<file path="config.mk">
export PLATFORM = sky130hd
export DESIGN_NAME = mmio_result_monitor
export DESIGN_NICKNAME = d
export VERILOG_FILES = /design/src/rtl/mmio_result_monitor_pkg.sv /design/src/rtl/mmio_result_monitor_watchdog.sv /design/src/rtl/mmio_result_monitor.sv
export SDC_FILE = /design/constraint.sdc
export NUM_CORES = 1
export LEC_CHECK = 0
export CORE_ASPECT_RATIO = 0.9
export CORE_MARGIN = 2
export CORE_UTILIZATION = 45
export CTS_CLUSTER_SIZE = 10
export DETAILED_ROUTE_END_ITERATION = 10
export PLACE_DENSITY = 0.93
export SLEW_MARGIN = 20
export SYNTH_ARGS = -nofsm -noshare
export SYNTH_HDL_FRONTEND = slang
export SYNTH_HIERARCHICAL = 1
export SYNTH_SLANG_ARGS = --single-unit
export TNS_END_PERCENT = 50
</file>
<file path="constraint.sdc">
create_clock -name clk -period 3.3 [get_ports clk]
set_input_delay 0.33 -clock clk [delete_from_list [all_inputs] [get_ports clk]]
set_output_delay 0.33 -clock clk [all_outputs]
set_load 0.1 [all_outputs]
</file>
<file path="src/rtl/mmio_result_monitor_pkg.sv">
// Shared types, default parameters and the channel address helper for mmio_result_monitor.
package mmio_result_monitor_pkg;

    typedef enum logic [1:0] {
        ST_IDLE    = 2'd0,
        ST_RUN     = 2'd1,
        ST_DONE    = 2'd2,
        ST_TIMEOUT = 2'd3
    } state_t;

    localparam int          DEF_DATA_WIDTH     = 32;
    localparam int          DEF_ADDR_WIDTH     = 32;
    localparam int          DEF_NUM_CH         = 4;
    localparam logic [63:0] DEF_BASE_ADDR      = 64'd0;
    localparam logic [63:0] DEF_ADDR_STRIDE    = 64'd4;
    localparam int unsigned DEF_TIMEOUT_CYCLES = 100000;
    localparam int          DEF_CNT_WIDTH      = 32;

    // Byte address of result channel idx; callers truncate to their bus width.
    function automatic logic [63:0] chan_addr(input logic [63:0] base,
                                              input logic [63:0] stride,
                                              input int unsigned idx);
        return base + stride * 64'(idx);
    endfunction

endpackage

</file>
<file path="src/rtl/mmio_result_monitor_watchdog.sv">
// Saturating RUN-cycle counter; expired flags the last cycle before the timeout limit.
module monitor_watchdog
    import mmio_result_monitor_pkg::*;
#(
    parameter int          CNT_WIDTH      = DEF_CNT_WIDTH,
    parameter int unsigned TIMEOUT_CYCLES = DEF_TIMEOUT_CYCLES
) (
    input  logic                 clk,
    input  logic                 reset,
    input  logic                 en,
    input  logic                 clr,
    output logic [CNT_WIDTH-1:0] count,
    output logic                 expired
);

    localparam logic [CNT_WIDTH-1:0] LIMIT = CNT_WIDTH'(TIMEOUT_CYCLES - 1);

    logic [CNT_WIDTH-1:0] count_reg;

    always_ff @(posedge clk) begin
        if (!reset || clr) begin
            count_reg <= '0;
        end else if (en && count_reg != '1) begin
            count_reg <= count_reg + CNT_WIDTH'(1);
        end
    end

    assign count   = count_reg;
    assign expired = en && (count_reg == LIMIT);

endmodule

</file>
<file path="src/rtl/mmio_result_monitor.sv">
// Result sink snooping the dmem write bus; checks NUM_CH result words and reports done/pass/timeout.
// Optional macro MMIO_RESULT_MONITOR_STOP_ON_MISMATCH_EN ends the run on the first wrong masked capture.
module mmio_result_monitor
    import mmio_result_monitor_pkg::*;
#(
    parameter int          DATA_WIDTH     = DEF_DATA_WIDTH,
    parameter int          ADDR_WIDTH     = DEF_ADDR_WIDTH,
    parameter int          NUM_CH         = DEF_NUM_CH,
    parameter logic [63:0] BASE_ADDR      = DEF_BASE_ADDR,
    parameter logic [63:0] ADDR_STRIDE    = DEF_ADDR_STRIDE,
    parameter int unsigned TIMEOUT_CYCLES = DEF_TIMEOUT_CYCLES,
    parameter int          CNT_WIDTH      = DEF_CNT_WIDTH
) (
    input  logic                         clk,
    input  logic                         reset,
    input  logic                         start,
    input  logic                         clear,
    input  logic                         memwrite,
    input  logic [ADDR_WIDTH-1:0]        dataadr,
    input  logic [DATA_WIDTH-1:0]        writedata,
    input  logic [NUM_CH-1:0]            exp_mask,
    input  logic [NUM_CH*DATA_WIDTH-1:0] exp_data,
    output logic                         busy,
    output logic                         done,
    output logic                         pass,
    output logic                         timeout,
    output logic [NUM_CH-1:0]            cap_valid,
    output logic [NUM_CH*DATA_WIDTH-1:0] cap_data,
    output logic [NUM_CH-1:0]            dup_write,
    output logic [CNT_WIDTH-1:0]         cycle_count,
    output logic [CNT_WIDTH-1:0]         write_count
);

    state_t                       state_reg, state_next;
    logic [NUM_CH-1:0]            cap_valid_reg, cap_valid_next;
    logic [NUM_CH*DATA_WIDTH-1:0] cap_data_reg, cap_data_next;
    logic [NUM_CH-1:0]            dup_reg, dup_next;
    logic [NUM_CH-1:0]            hit, first_hit, match_next;
    logic                         pass_reg;
    logic [CNT_WIDTH-1:0]         write_count_reg;
    logic                         run, complete, expired, stop_now;

    assign run = (state_reg == ST_RUN);

    genvar gi;
    generate
        for (gi = 0; gi < NUM_CH; gi++) begin : g_ch
            localparam logic [63:0] CH_ADDR = chan_addr(BASE_ADDR, ADDR_STRIDE, gi);

            assign hit[gi]        = run && memwrite && (dataadr == CH_ADDR[ADDR_WIDTH-1:0]);
            assign first_hit[gi]  = hit[gi] && !cap_valid_reg[gi];
            assign cap_valid_next[gi] = cap_valid_reg[gi] | hit[gi];
            assign dup_next[gi]   = dup_reg[gi] | (hit[gi] & cap_valid_reg[gi]);
            assign cap_data_next[gi*DATA_WIDTH +: DATA_WIDTH] =
                first_hit[gi] ? writedata : cap_data_reg[gi*DATA_WIDTH +: DATA_WIDTH];
            // Unmasked channels count as matching so they never veto pass.
            assign match_next[gi] = !exp_mask[gi] ||
                (cap_data_next[gi*DATA_WIDTH +: DATA_WIDTH] == exp_data[gi*DATA_WIDTH +: DATA_WIDTH]);
        end
    endgenerate

`ifdef MMIO_RESULT_MONITOR_STOP_ON_MISMATCH_EN
    logic [NUM_CH-1:0] bad_first;
    generate
        for (gi = 0; gi < NUM_CH; gi++) begin : g_bad
            assign bad_first[gi] = first_hit[gi] && exp_mask[gi] &&
                (writedata != exp_data[gi*DATA_WIDTH +: DATA_WIDTH]);
        end
    endgenerate
    assign stop_now = |bad_first;
`else
    assign stop_now = 1'b0;
`endif

    // Completion looks at next-state captures so the last write and DONE share an edge.
    assign complete = &(cap_valid_next | ~exp_mask);

    monitor_watchdog #(
        .CNT_WIDTH      (CNT_WIDTH),
        .TIMEOUT_CYCLES (TIMEOUT_CYCLES)
    ) u_watchdog (
        .clk     (clk),
        .reset   (reset),
        .en      (run),
        .clr     (clear),
        .count   (cycle_count),
        .expired (expired)
    );

    always_comb begin
        state_next = state_reg;
        unique case (state_reg)
            ST_IDLE: if (start) state_next = ST_RUN;
            ST_RUN: begin
                if (complete || stop_now) state_next = ST_DONE;
                else if (expired)         state_next = ST_TIMEOUT;
            end
            default: state_next = state_reg;
        endcase
        if (clear) state_next = ST_IDLE;
    end

    always_ff @(posedge clk) begin
        if (!reset || clear) begin
            state_reg       <= ST_IDLE;
            cap_valid_reg   <= '0;
            cap_data_reg    <= '0;
            dup_reg         <= '0;
            pass_reg        <= 1'b0;
            write_count_reg <= '0;
        end else begin
            state_reg     <= state_next;
            cap_valid_reg <= cap_valid_next;
            cap_data_reg  <= cap_data_next;
            dup_reg       <= dup_next;
            if (run && memwrite && write_count_reg != '1)
                write_count_reg <= write_count_reg + CNT_WIDTH'(1);
            if (run && state_next == ST_DONE)
                pass_reg <= &match_next;
        end
    end

    assign busy        = (state_reg == ST_RUN);
    assign done        = (state_reg == ST_DONE);
    assign timeout     = (state_reg == ST_TIMEOUT);
    assign pass        = done && pass_reg;
    assign cap_valid   = cap_valid_reg;
    assign cap_data    = cap_data_reg;
    assign dup_write   = dup_reg;
    assign write_count = write_count_reg;

endmodule

</file>
==> metrics <==
max reg flops around 130; synth warn 6; f_max ~0.33 GHz; # hold bufs at CTS 0; power per cell area roughly 340 nW/um^2; Final GP Congestion roughly 1; ys async rst share 0%; Pleak a little under 6 nW; gr usage total 35.7%; area delta synth->final 49.1%; number of setup violations in the final report 0; Initial Utilization a little under half; Primary FF master, synth dfxtp_1; Util after Layout between 60 and 70%; post-CTS sizing 0; CP max FO 6; Rows 54; critical path's largest stage delay ~0.60 ns; Final Slew Violations 0; Synth top cells by count nand2_1, dfxtp_1, a21oi_1; placed insts approximately 2.1k; post-synthesis compound-gate area fraction around 14%; Final Instance Count excl. Fillers 2149; multi-input logic area about 6400 sq um; WL/cell 22.3 um; share of the synthesized area in the top cell type a little under two fifths; main combinational cell family by area after synthesis simple AND/OR/NAND/NOR gates; NumNets Final approximately 2.0k; TritonCTS clock tree built; Reg clk slew, reported paths about 0.05 ns; post-synthesis mux area share ~3.1%; WHS Path Cells 2; Rel. slew slack a little over a quarter; max cap viols 0; Seq/Total Area, Yosys roughly 37%; Die ar. approximately 26000 sq um; Worst setup SP type primary input; postcts setup bufs 0; initial antenna violation count 4; Setup Skew 0.0139 ns; CP Cell Sequence clkdlybuf4s50_1 > or4_1 > or3_1 > or3_1 > buf_4 > nor2_8 > nand2_1 > a31oi_1 > nand4_1 > o41ai_1 > buf_4 > a32o_1; Adder-Cell Fraction of Synth Area less than 1%; library cells used by synthesis 66; clk sinks 203; Chip Height about 150 um; DRT antenna net count 0; Final Hold Viols 0; die span in x 169 um; crit path DAT roughly 3.5 ns; drc violations 0; number of detailed-route iterations in the first pass 7; total vias in the final route about 13k; H-tree Lvls 1; DP HPWL between 30000 and 40000 um; number of synthesized flops with an enable pin 0; largest net degree at the start of global routing 65; layout cells sized above 1 between 7 and 8%; core area between 20000 and 25000 sq um; Clk Latency, worst-skew pair 0.51 ns; Worst EP required around 3.8 ns; Num CTS Buffers 24; drt total wl around 48000 um; global-route wire length before repair 72000 um; status finished, final reports clean; fillers 2002; gr ovfl total 0; clock tree buffer depth 3; Post-Syn Area between 10000 and 15000 sq um; fin crit share around 90%; Register Area slightly above 4000 sq um; worst-margin pin slew 1.09 ns; RSZ-0062 raised after global routing no; crit path capture type register; Synth area leader dfxtp_1; critical path class in -> reg; count leader, synth nand2_1; Port Buffer Count just over 400; reg2reg path depth 9; XOR/XNOR share of the synthesized area between 10% and 20%; number of global-route vias before repair about 12k; Net Count, Synth between 1.5k and 2k; Gate Count Post-Synth between 1k and 1.5k; DRC marker count from the first detailed-route iteration roughly 1.4k; slowest CP cell or4_1; Post-Syn Area per Cell 7.84 sq um; simple-gate area share of the yosys netlist 25.4%; ranking of synthesized cells by area dfxtp_1, xnor2_1, nand2_1, a21oi_1, xor2_1; # IOs approximately 410; Via density about 5.8; Seq cells post-synth roughly 200; clock period minus worst slack about 3.0 ns; Hold Path Class reg -> reg; VDD IR max 0.000291 V; clock root buffer clkbuf_16
## cells in the final DEF, fill, tap and decap left out, types with 8 or more instances in the layout
| master | synthesis | routed |
|---|---|---|
| a21oi_1 | 142 | 142 |
| buf_4 | 1 | 83 |
| clkbuf_16 | 0 | 25 |
| clkdlybuf4s50_1 | 0 | 396 |
| dfxtp_1 | 203 | 203 |
| inv_1 | 69 | 69 |
| mux2i_1 | 31 | 31 |
| nand2_1 | 219 | 219 |
| nand2b_1 | 12 | 11 |
| nand3_1 | 36 | 36 |
| nand4_1 | 52 | 52 |
| nor2_1 | 113 | 113 |
| nor2b_1 | 10 | 9 |
| nor3_1 | 19 | 19 |
| nor4_1 | 38 | 38 |
| o21ai_0 | 23 | 23 |
| o22ai_1 | 29 | 29 |
| or3_1 | 25 | 25 |
| or4_1 | 8 | 8 |
| xnor2_1 | 111 | 111 |
| xor2_1 | 79 | 79 |
## worst max-delay path, delay by kind of cell
family / cells / cell delay [ns]
and+or+nand+nor: 6 / 1.69
buffers and inverters: 3 / 0.76
AOI/OAI and AO/OA: 3 / 0.72
## kinds of logic after synthesis
logic type / count (synthesis)
AND/OR/NAND/NOR: 573
multiplexers: 34
AO/OA/AOI/OAI: 255
XOR/XNOR: 190
buffers and inverters: 146
flip-flops: 203
adder cells (fa/ha/maj): 2
## stage by stage
step           TNS (ns)  instance area [sq um]  total power, mW  worst slack (ns)  hold slack (ns)
2_1_floorplan         0                  11000             2.79             0.110            0.434
3_3_place_gp     -0.175                  15700             3.25            -0.175            0.450
3_5_place_dp     -0.262                  15700             3.25            -0.192            0.461
4_1_cts               0                  16400             5.59             0.303            0.474
5_1_grt               0                  16400             5.73           0.00588            0.498
6_report              0                  16400             5.60             0.273            0.469
## per-layer routing
metal | vias up | global-route usage [%] | routed length (um) | share of wire [%]
li1 | 5712 | - | - | -
met1 | 5972 | 45.8 | 18900 | 40
met2 | 695 | 57.7 | 21900 | 46
met3 | 158 | 6.81 | 4360 | 9.1
met4 | 2 | 17.4 | 2610 | 5.5
met5 | - | 0 | 8 | 0.017
## power by group
group          internal (mW)  switching [mW]  total, mW  leakage, nW
Sequential              2.45         0.00205       2.45         1.63
Combinational          0.380           0.384      0.763         3.81
Clock                   1.38           0.994       2.38        0.326
## final cells by class
class                   instances  area share (%)
inverters                      69            1.58
repair buffers                482            28.3
flip-flops and latches        203            24.8
diodes                          3          0.0458
multi-input cells            1054            38.9
well taps                     308            2.35
clock buffers                  30            4.05
## final timing paths
kind	from	end	slack [ns]
max reg2reg	write_count[13]$_SDFFE_PP0P_	write_count[20]$_SDFFE_PP0P_	0.38
max	dataadr[17]	pass_reg$_SDFFE_PP0P_	0.27
min	dup_write[2]$_SDFF_PP0_	dup_write[2]$_SDFF_PP0_	0.47
min reg2reg	dup_write[2]$_SDFF_PP0_	dup_write[2]$_SDFF_PP0_	0.47
No activity file was read; power rests on OpenSTA's default activity.
